## config.mk

```make
export PLATFORM = sky130hd
export DESIGN_NAME = float_to_twos_decoder
export DESIGN_NICKNAME = d
export VERILOG_FILES = /design/src/rtl/float_to_twos_decoder.sv
export SDC_FILE = /design/constraint.sdc
export NUM_CORES = 1
export LEC_CHECK = 0
export CORE_MARGIN = 5
export CORE_UTILIZATION = 30
export CTS_CLUSTER_DIAMETER = 100
export CTS_CLUSTER_SIZE = 25
export DETAILED_ROUTE_END_ITERATION = 10
export SETUP_SLACK_MARGIN = 0.05
export SYNTH_ARGS = -nofsm -noshare
export SYNTH_HDL_FRONTEND = slang
export SYNTH_SLANG_ARGS = --single-unit
export TNS_END_PERCENT = 20
```

## constraint.sdc

```tcl
create_clock -name clk -period 2.23 [get_ports clk]
set_clock_uncertainty 0.2 [all_clocks]
set_input_delay 0.223 -clock clk [delete_from_list [all_inputs] [get_ports clk]]
set_output_delay 0.223 -clock clk [all_outputs]
set_load 0.05 [all_outputs]
```

## src/rtl/float_to_twos_decoder.sv

```systemverilog
// float_to_twos_decoder
// Rebuilds a two's-complement value D = (-1)^S * F * 2^E from the 8-bit float
// code produced by the linear-to-float encoder. The magnitude is formed by a
// one-bit-per-cycle shifter, then negated when S is set. Valid/ready on both
// sides, one operation in flight at a time.
module float_to_twos_decoder #(
  parameter int EXP_W = 3,
  parameter int SIG_W = 4,
  parameter int OUT_W = 12
) (
  input  logic                    clk,
  input  logic                    reset,
  input  logic                    in_valid,
  output logic                    in_ready,
  input  logic                    S,
  input  logic [EXP_W-1:0]        E,
  input  logic [SIG_W-1:0]        F,
  output logic                    out_valid,
  input  logic                    out_ready,
  output logic signed [OUT_W-1:0] D
);

  typedef enum logic [1:0] {
    IDLE  = 2'd0,
    SHIFT = 2'd1,
    DONE  = 2'd2
  } state_t;

  state_t             state;
  state_t             state_nxt;
  logic [OUT_W-1:0]   acc;
  logic [EXP_W-1:0]   cnt;
  logic               sgn;
  logic               accept;
  logic               shift_last;

  // Two's-complement negation of the magnitude; S=1 with F=0 folds to 0.
  function automatic logic signed [OUT_W-1:0] apply_sign(
    input logic             neg,
    input logic [OUT_W-1:0] mag
  );
    logic [OUT_W-1:0] res;
    res = neg ? (~mag + OUT_W'(1)) : mag;
    return signed'(res);
  endfunction

  assign accept     = in_valid && in_ready;
  assign shift_last = (cnt == '0);

  // State register.
  always_ff @(posedge clk) begin
    if (reset) state <= IDLE;
    else       state <= state_nxt;
  end

  // Next-state logic.
  always_comb begin
    state_nxt = state;
    case (state)
      IDLE:    if (accept)     state_nxt = SHIFT;
      SHIFT:   if (shift_last) state_nxt = DONE;
      DONE:    if (out_ready)  state_nxt = IDLE;
      default:                 state_nxt = IDLE;
    endcase
  end

  // Handshake outputs; in_ready is masked while reset is held.
  always_comb begin
    in_ready  = (state == IDLE) && !reset;
    out_valid = (state == DONE);
  end

  // Datapath: capture on accept, shift once per cycle, write D on the last step.
  always_ff @(posedge clk) begin
    if (reset) begin
      acc <= '0;
      cnt <= '0;
      sgn <= 1'b0;
      D   <= '0;
    end else begin
      case (state)
        IDLE: begin
          if (accept) begin
            acc <= OUT_W'(F);
            cnt <= E;
            sgn <= S;
          end
        end
        SHIFT: begin
          if (!shift_last) begin
            acc <= acc << 1;
            cnt <= cnt - EXP_W'(1);
          end else begin
            D <= apply_sign(sgn, acc);
          end
        end
        default: ;
      endcase
    end
  end

endmodule

```

* After elaboration in Yosys (flattened, before gate mapping)
Index checks and enable logic that the tools add are counted.
Storage, ports and cells: register bits after elaboration 30, latch bits 0, RAM bits 0, ROM bits 0, input bits 12, output and inout bits 14, word-level logic and storage cells 35, memories kept 0
Cells by class: add/sub/neg operators 2, $mul 0, divide/modulo/power cells 0, magnitude comparators 0, equality and inequality tests 6, shifts and indexed selects 0, muxes and demuxes 11, bitwise gates (word level) 1, reduce and logical (&&, ||, !) cells 10
Operators by type and width (count):
- $mux 12 | 3
- $pmux 12 s2 | 1
- $add 12x1->12 const B | 1
- $not 12->12 | 1
- $mux 2 | 3
- $mux 3 | 2
- $ne 2x2->1 const B | 3
- $pmux 2 s3 | 1
- $pmux 3 s2 | 1
- $reduce_and 3->1 | 2
- $reduce_and 2->1 | 2
- $logic_not 3->1 | 1
- $sub 3x1->3 const B | 1
- $eq 2x1->1 const B | 1
- $eq 2x2->1 const B | 1
- $logic_and 1x1->1 | 2
- $logic_not 2->1 | 1
- $ne 2x1->1 const B | 1
- $reduce_bool 2->1 | 1
- $logic_not 1->1 | 1

* Longest topological paths before layout
Gate-level depths: netlist of the first run.
word-level depth 5, mapped depth 8, gate-level depth less buffers 6

* Worst setup path after synthesis of the first run
OpenSTA, ideal clock, no wires.
kind flip-flop to flip-flop, from register state[0], to register sgn, library setup time 0.128 ns, arrival time 1.880 ns, data required time 1.902 ns, setup slack 0.022 ns, stages on the path, launching flop included 5, path buffers 0, period minus slack after synthesis 2.208 ns, path through dfxtp_1 -> nor3_1 -> nand2_1 -> mux2i_1 -> nor2_1
On the way: word-level cells in the longest chain between the ends 4
RTL lines:
- from (decl) | RTL line 29 | state_t state;
- from (signal assigned) | RTL line 53 | else state <= state_nxt;
- $logic_not 2->1 | RTL line 69 | in_ready = (state == IDLE) && !reset;
- $logic_and 1x1->1 | RTL line 69
- via in_ready | RTL line 14 | output logic in_ready,
- $logic_and 1x1->1 | RTL line 47 | assign accept = in_valid && in_ready;
- $reduce_and 2->1 (no source line)
- to (signal assigned) | RTL line 78 | sgn <= 1'b0;
- to (signal assigned) | RTL line 86 | sgn <= S;
- to (decl) | RTL line 33 | logic sgn;
The timed path passes the listed nets, and every way through them passes these cells. A chain may end at the register's enable or synchronous reset.

* Final worst setup path of the first run
from register acc[0], to register D[8]
On the way: word-level cells in the longest chain between the ends 3
RTL lines:
- from (decl) | RTL line 31 | logic [OUT_W-1:0] acc;
- from (signal assigned) | RTL line 84 | acc <= OUT_W'(F);
- from (signal assigned) | RTL line 91 | acc <= acc << 1;
- $not 12->12 | RTL line 43 | res = neg ? (~mag + OUT_W'(1)) : mag;
- $add 12x1->12 | RTL line 43
- $mux 12 | RTL line 43
- to (signal assigned) | RTL line 94 | D <= apply_sign(sgn, acc);
- to (decl) | RTL line 20 | output logic signed [OUT_W-1:0] D
Every way passes these cells.

==> impl_results.rst, run 1 <==
.. list-table::
   :header-rows: 1

   * - Metric
     - Value
   * - Result of the run
     - finished clean
   * - Total Die Area
     - 6580 sq um
   * - Sw Ratio
     - 29.9%
   * - Post-Synthesis Net Count
     - 186
   * - Sequential share of the synthesized area
     - approximately two fifths
   * - Combined area of the multi-input logic cells
     - 838 sq um
   * - Clock slew at the register clock pins of the worst setup and hold paths
     - ~0.070 ns
   * - Hold Path Depth
     - 2
   * - Number of levels the H-tree was split into
     - 2
   * - CP endpoint kind
     - register
   * - GRT Total Usage
     - 10.8%
   * - Worst r2r dst
     - D[8]
   * - Unrepaired setup endpoints after global routing
     - false
   * - Layout fillers
     - 526
   * - # resized after CTS
     - 0
   * - Comb pwr share
     - 21.0%
   * - Top achievable clock speed
     - 0.514 GHz
   * - Core Rows
     - 25
   * - Width of the chip
     - 81.1 um
   * - TritonCTS clock tree
     - yes
   * - Routed wirelength normalized by instance count
     - about 12 um
   * - Post-CTS setup buffer count
     - 0
   * - Count of clock tree sinks
     - 30
   * - Post-synthesis to final-layout area growth
     - 30.8%
   * - Kind of launch point of the worst setup path
     - register
   * - Final clock period utilization by the worst path
     - 87.2%
   * - Number of flops mapped to enable cells by yosys
     - 0
   * - Proportion of power drawn by the clock network
     - between 30% and 40%
   * - Reg power frac
     - around 44%
   * - Sum Neg Setup Slack
     - 0 ns
   * - Setup slack on the worst flop-to-flop path
     - 0.28 ns
   * - Fraction of synthesized cell area taken by the top area cell type
     - 39.6%
   * - Category of the most critical setup path
     - register to register
   * - Worst-case hold path end point
     - cnt[1]
   * - Pwr/cell area
     - 667 nW/um^2
   * - Buffer cell driving the clock tree root
     - sky130_fd_sc_hd__clkbuf_8
   * - Number of flip-flops and latches in the synthesized netlist
     - 30
   * - Cell type with the highest aggregate area in the netlist
     - sky130_fd_sc_hd__dfxtp_1
   * - Synthesized area divided by synthesized cell count
     - 8.87 sq um
   * - Data required time at the worst endpoint
     - between 2 and 2.5 ns
   * - Layout cell share with drive strength beyond 1
     - 13.7%
   * - Cts hold-fix bufs
     - 0
   * - Slew margin rel.
     - 66.7%
   * - Number of search-and-repair iterations in the first detailed-routing pass
     - 4
   * - Final weighted congestion in routability-driven placement
     - between 0.7 and 0.8
   * - Input/output buffers
     - 25
   * - Ys flop type
     - sky130_fd_sc_hd__dfxtp_1
   * - Worst Path Arrival
     - 1.95 ns
   * - Number of global-route vias before repair
     - 1150
   * - Max Slew Vio Count
     - 0
   * - Utilization after layout
     - 41.2%
   * - Buf+Inv Stages, Crit Path
     - 1
   * - Hold Startpoint
     - cnt[1]
   * - Post-route minimum period
     - 1.95 ns
   * - Layout net count
     - 211
   * - Worst Path Max Fanout
     - 6
   * - Synth Instances
     - around 170
   * - Top cells by count, synth
     - 30 x sky130_fd_sc_hd__dfxtp_1, 16 x sky130_fd_sc_hd__a21oi_1, 16 x sky130_fd_sc_hd__nor2_1, 16 x sky130_fd_sc_hd__o21ai_0
   * - Post-detail-place hpwl
     - 2.21 mm
   * - DRC violation count after routing
     - 0
   * - P_leak
     - 0.697 nW
   * - CP peak stage delay
     - 0.50 ns
   * - Distinct cell type count of the synthesized netlist
     - 31
   * - Number of violations of the max-capacitance limit
     - 0
   * - Area of the mapped netlist
     - 1520 sq um
   * - Initial antenna violation count
     - 0
   * - Peak ir drop on the vdd network
     - 288 uV
   * - Antenna violation net count after detailed routing
     - 0
   * - Wire length of the first global-routing pass
     - 5.44 mm
   * - Number of buffers inserted during clock tree synthesis
     - 5
   * - Setup Viol. Count Final
     - 0
   * - Biggest area contributors in the synthesized netlist
     - sky130_fd_sc_hd__dfxtp_1 40%, sky130_fd_sc_hd__a211oi_1 5.9%, sky130_fd_sc_hd__a21oi_1 5.3%
   * - Ys async rst share
     - 0%
   * - Worst hold-check path type
     - register to register
   * - Logic depth of the worst register-to-register path
     - 6
   * - Via total after detailed routing
     - between 1000 and 1500
   * - Number of top-level pins
     - 26
   * - Max Buffers Root-to-Sink
     - 2
   * - Core region area
     - 4820 sq um
   * - Starting utilization of the core area
     - 31.5%
   * - FF/Latch Area
     - 601 sq um
   * - Source-to-sink clock delay at the later pin of the worst-skew pair
     - 0.28 ns
   * - Switching power
     - approximately 0.4 mW
   * - DIE HEIGHT
     - 81.1 um
   * - Cell Chain, Critical Path
     - inv_1 > ha_1 > or4b_4 > o41ai_2 > xor2_1 > a211oi_1
   * - Slew at the pin with the worst max-slew slack
     - 0.497 ns
   * - Most instantiated library cell after synthesis
     - sky130_fd_sc_hd__dfxtp_1
   * - Total Wirelength
     - 3.23 mm
   * - Start of the worst register-to-register path
     - acc[0]
   * - Largest delay contributor family on the critical path
     - simple AND/OR/NAND/NOR gates
   * - Count of antenna diodes in the layout
     - 0
   * - Master of the slowest instance on the critical path
     - sky130_fd_sc_hd__or4b_4
   * - Internal power
     - roughly 0.9 mW
   * - Synth warnings
     - 0
   * - DRC marker count from the first detailed-route iteration
     - 67
   * - Global route total overflow
     - 0
   * - Pin count of the biggest net entering global routing
     - 34
   * - Vias per Instance
     - about 4.9
   * - Final number of hold-violating endpoints
     - 0
==> sequential cells by signal, summed over array words and instances (netlist names) <==
| register | count |
|---|---|
| acc | 12 |
| cnt | 3 |
| sgn | 1 |
| D | 12 |
| state | 2 |
==> power by group through the flow <==
| stage | logic (mW) | clock network (mW) | registers (mW) |
|---|---|---|---|
| 2_1_floorplan | 0.136 | 0 | 0.638 |
| 3_3_place_gp | 0.280 | 0 | 0.594 |
| 3_5_place_dp | 0.280 | 0 | 0.595 |
| 4_1_cts | 0.281 | 0.480 | 0.583 |
| 5_1_grt | 0.303 | 0.501 | 0.587 |
| 6_report | 0.277 | 0.462 | 0.582 |
==> worst max path at each step <==
stage,from,to,slack (ns),cells after the start
4_1_cts,acc[0],D[8],0.27,6
2_1_floorplan,state[1],state[1],0.32,4
3_5_place_dp,acc[0],D[8],0.29,6
6_report,acc[0],D[8],0.28,6
5_1_grt,acc[1],D[8],0.10,6
3_3_place_gp,acc[0],D[8],0.30,6
==> cells by family (layout without fill, tap and decap cells) <==
group	Yosys count	in the layout	share of synthesized area, %
AOI/OAI and AO/OA	55	55	24.3
xor gates and xnor gates	11	11	6.35
adders and majority gates	3	3	2.48
buffers and inverters	21	47	5.44
DFF	30	30	39.6
muxes	6	6	3.96
and+or+nand+nor	45	45	17.8
==> placed cells by master, fill, tap and decap left out, drive strengths merged <==
master / synthesis / layout
dfxtp: 30 / 30
clkdlybuf4s50: 0 / 23
nor2: 17 / 17
o21ai: 17 / 17
a21oi: 16 / 16
a211oi: 12 / 12
buf: 3 / 10
xor2: 9 / 9
nand4b: 8 / 8
inv: 6 / 6
mux2i: 6 / 6
clkbuf: 12 / 6
or3: 5 / 5
nor2b: 3 / 3
o31ai: 3 / 3
nand2: 3 / 3
ha: 3 / 3
or4: 3 / 3
nand2b: 2 / 2
o41ai: 2 / 2
xnor2: 2 / 2
nor3: 2 / 2
or4b: 2 / 2
a22oi: 1 / 1
a2111o: 1 / 1
a211o: 1 / 1
a2111oi: 1 / 1
a21boi: 1 / 1
clkinvlp: 0 / 1
clkinv: 0 / 1
==> final cells by class <==
cell class,count,area share [%]
clock buffer,6,4.16
multi-input combinational,120,42.3
inverter,6,1.14
tap,67,4.23
clock inverter,2,0.631
sequential,30,30.3
timing repair buffer,33,17.3
==> stage by stage <==
stage | std cells | setup WS (ns) | area [sq um] | hold slack (ns) | total power [mW]
after floorplan | 171 | 0.322 | 1520 | 0.167 | 0.774
after global placement | 256 | 0.303 | 1890 | 0.265 | 0.874
after detailed placement | 256 | 0.294 | 1890 | 0.269 | 0.875
after CTS | 264 | 0.269 | 1980 | 0.278 | 1.34
after global routing | 264 | 0.105 | 1980 | 0.307 | 1.39
final | 264 | 0.285 | 1980 | 0.275 | 1.32
==> layer usage <==
| metal | up-vias | routed length [um] | global-route usage, % |
|---|---|---|---|
| met5 | - | 0 | 0 |
| met4 | 0 | 59 | 4.56 |
| met3 | 7 | 132 | 2.99 |
| met2 | 22 | 1390 | 16.3 |
| met1 | 581 | 1650 | 14.4 |
| li1 | 675 | - | - |
==> worst min-delay path: stages (launching register included) <==
cell and delay, ns:
sky130_fd_sc_hd__dfxtp_1 0.31, sky130_fd_sc_hd__o21ai_0 0.06, sky130_fd_sc_hd__a21oi_1 0.06
Note: power is estimated with default switching activity, not from simulation.
==> run 2, diff against run 1 <==
--- a/config.mk
+++ b/config.mk
@@ -6,10 +6,11 @@
 export NUM_CORES = 1
 export LEC_CHECK = 0
 export CORE_MARGIN = 5
-export CORE_UTILIZATION = 30
+export CORE_UTILIZATION = 52
 export CTS_CLUSTER_DIAMETER = 100
 export CTS_CLUSTER_SIZE = 25
 export DETAILED_ROUTE_END_ITERATION = 10
+export PLACE_DENSITY = 0.79
 export SETUP_SLACK_MARGIN = 0.05
 export SYNTH_ARGS = -nofsm -noshare
 export SYNTH_HDL_FRONTEND = slang
==> run 2 against run 1 <==
  * First-iteration DRC count is 33% higher
  * Critical path type unchanged
  * Flip-flop and latch count stayed put
  * Critical path depth stayed put
  * Sequential share of layout area is 1.3 points higher
  * Design area is 4.0% lower
  * Die area is 38% lower
  * Register-to-register slack worse by 0.03 ns
  * Utilization is 27 points higher
  * Largest cell class unchanged
  * Power is 1.9% lower
  * Non-clock buffer count is 1 lower
  * Via count is 1.2% higher
  * Worst hold slack better by 0.0049 ns
==> impl_results.rst, run 2 (same netlist as run 1, synthesis figures left out) <==
.. list-table::
   :header-rows: 1

   * - Metric
     - Value
   * - Buf+Inv Stages, Crit Path
     - 1
   * - Wire length of the first global-routing pass
     - 5.52 mm
   * - Utilization after layout
     - 68.5%
   * - CP endpoint kind
     - register
   * - Starting utilization of the core area
     - 54.5%
   * - Max Buffers Root-to-Sink
     - 2
   * - Number of global-route vias before repair
     - 1302
   * - Combined area of the multi-input logic cells
     - approximately 840 sq um
   * - Kind of launch point of the worst setup path
     - register
   * - Layout cell share with drive strength beyond 1
     - approximately an eighth
   * - Global route total overflow
     - 0
   * - Total power draw
     - 1.30 mW
   * - Crit path launch
     - acc[0]
   * - Final weighted congestion in routability-driven placement
     - 0.796
   * - Largest registers
     - D: 12 flops, acc: 12 flops, cnt: 3 flops
   * - Switching power
     - 0.361 mW
   * - Antenna violation net count after detailed routing
     - 0
   * - Top achievable clock speed
     - 0.505 GHz
   * - Worst slack at placement
     - 0.296 ns
   * - DRC violation count after routing
     - 0
   * - Initial antenna violation count
     - 0
   * - Layout net count
     - 210
   * - Reg power frac
     - 44.9%
   * - Number of violations of the max-capacitance limit
     - 0
   * - Cell Chain, Critical Path
     - inv_1 > ha_1 > or4b_4 > o41ai_2 > xor2_1 > a211oi_1
   * - Number of search-and-repair iterations in the first detailed-routing pass
     - 4
   * - Count of antenna diodes in the layout
     - 0
   * - TritonCTS clock tree
     - yes
   * - Vias per Instance
     - 5.76
   * - Largest delay contributor family on the critical path
     - simple AND/OR/NAND/NOR gates
   * - Worst Path Arrival
     - around 2.0 ns
   * - Layout fillers
     - 240
   * - Pin count of the biggest net entering global routing
     - 34
   * - Post-detail-place hpwl
     - 2.33 mm
   * - Source-to-sink clock delay at the later pin of the worst-skew pair
     - approximately 0.33 ns
   * - Width of the chip
     - 64 um
   * - Post-route minimum period
     - 1.98 ns
   * - Slew at the pin with the worst max-slew slack
     - just over 0.5 ns
   * - GRT Total Usage
     - around 17%
   * - Proportion of power drawn by the clock network
     - between 30 and 40%
   * - P_leak
     - 0.687 nW
   * - Buffer cell driving the clock tree root
     - sky130_fd_sc_hd__clkbuf_4
   * - Routed wirelength normalized by instance count
     - 14.3 um
   * - Max Slew Vio Count
     - 0
   * - Input/output buffers
     - 25
   * - Pwr/cell area
     - between 600 and 700 nW/um^2
   * - Internal power
     - 0.936 mW
   * - Worst hold-check path type
     - register to register
   * - Category of the most critical setup path
     - register to register
   * - DRC marker count from the first detailed-route iteration
     - 89
   * - Data required time at the worst endpoint
     - around 2.3 ns
   * - Most common cell after layout, fill and taps aside
     - sky130_fd_sc_hd__dfxtp_1
   * - Number of buffers inserted during clock tree synthesis
     - 5
   * - Start of the worst register-to-register path
     - acc[0]
   * - Total Wirelength
     - ~3.2 mm
   * - Slew margin rel.
     - approximately 66%
   * - Final clock period utilization by the worst path
     - 88.8%
   * - CP peak stage delay
     - 0.50 ns
   * - DIE HEIGHT
     - 64 um
   * - Master of the slowest instance on the critical path
     - sky130_fd_sc_hd__or4b_4
   * - Setup Viol. Count Final
     - 0
   * - Number of levels the H-tree was split into
     - 2
   * - Post-CTS setup buffer count
     - 0
   * - Number of top-level pins
     - 26
   * - Core Rows
     - 19
   * - Sum Neg Setup Slack
     - 0 ns
   * - Count of clock tree sinks
     - 30
   * - Core region area
     - 2780 sq um
   * - Worst Path Max Fanout
     - 6
   * - Result of the run
     - finished clean
   * - Sw Ratio
     - between 20 and 30%
   * - Via total after detailed routing
     - 1301
   * - Cts hold-fix bufs
     - 0
   * - Clock slew at the register clock pins of the worst setup and hold paths
     - about 0.10 ns
   * - Hold Startpoint
     - cnt[1]
   * - Post-synthesis to final-layout area growth
     - 25.6%
   * - Peak ir drop on the vdd network
     - 619 uV
   * - Final number of hold-violating endpoints
     - 0
   * - Most used cells in the layout excluding fill and tap cells
     - 30 x sky130_fd_sc_hd__dfxtp_1, 23 x sky130_fd_sc_hd__clkdlybuf4s50_1, 16 x sky130_fd_sc_hd__nor2_1, 16 x sky130_fd_sc_hd__o21ai_0, 16 x sky130_fd_sc_hd__a21oi_1
   * - # resized after CTS
     - 0
   * - Unrepaired setup endpoints after global routing
     - false
   * - FF/Latch Area
     - about 600 sq um
   * - Final critical-path setup slack
     - between 0.2 and 0.25 ns
   * - Comb pwr share
     - 21.2%
   * - Total Die Area
     - 4100 sq um
==> run 2: worst register-to-register path, stage by stage, from the launching register on <==
cell,delay [ns]
sky130_fd_sc_hd__dfxtp_1,0.35
sky130_fd_sc_hd__inv_1,0.07
sky130_fd_sc_hd__ha_1,0.17
sky130_fd_sc_hd__or4b_4,0.50
sky130_fd_sc_hd__o41ai_2,0.26
sky130_fd_sc_hd__xor2_1,0.11
sky130_fd_sc_hd__a211oi_1,0.22
==> run 2: per-layer routing <==
layer | vias to the layer above | GRT usage [%] | wire [um]
met4 | 0 | 8.31 | 65
met5 | - | 0 | 0
li1 | 668 | - | -
met2 | 28 | 30.9 | 1610
met1 | 598 | 17.0 | 1410
met3 | 7 | 4.55 | 157
==> run 2: worst paths after layout <==
| kind | cells after the start | end | slack, ns |
|---|---|---|---|
| min | 2 | cnt[1] | 0.28 |
| max | 6 | D[8] | 0.25 |
| min reg2reg | 2 | cnt[1] | 0.28 |
| max reg2reg | 6 | D[8] | 0.25 |
==> run 2: final cells by class <==
| class | instances | area share (%) |
|---|---|---|
| tap | 31 | 2.04 |
| clock buffer | 6 | 2.69 |
| timing repair buffer | 32 | 17.0 |
| inverter | 6 | 1.18 |
| multi-input combinational | 120 | 44.0 |
| sequential | 30 | 31.5 |
| clock inverter | 1 | 1.58 |
==> run 2: through the flow <==
step / area (sq um) / hold slack, ns / cells
after floorplan: 1520 / 0.167 / 171
after global placement: 1820 / 0.263 / 219
after detailed placement: 1820 / 0.269 / 219
after CTS: 1900 / 0.282 / 226
after global routing: 1900 / 0.314 / 226
final: 1900 / 0.279 / 226
==> run 2: power groups by stage <==
stage | registers, mW | clock network (mW) | logic, mW
2_1_floorplan | 0.638 | 0 | 0.136
3_3_place_gp | 0.594 | 0 | 0.267
3_5_place_dp | 0.595 | 0 | 0.275
4_1_cts | 0.583 | 0.453 | 0.276
5_1_grt | 0.588 | 0.480 | 0.295
6_report | 0.582 | 0.440 | 0.274
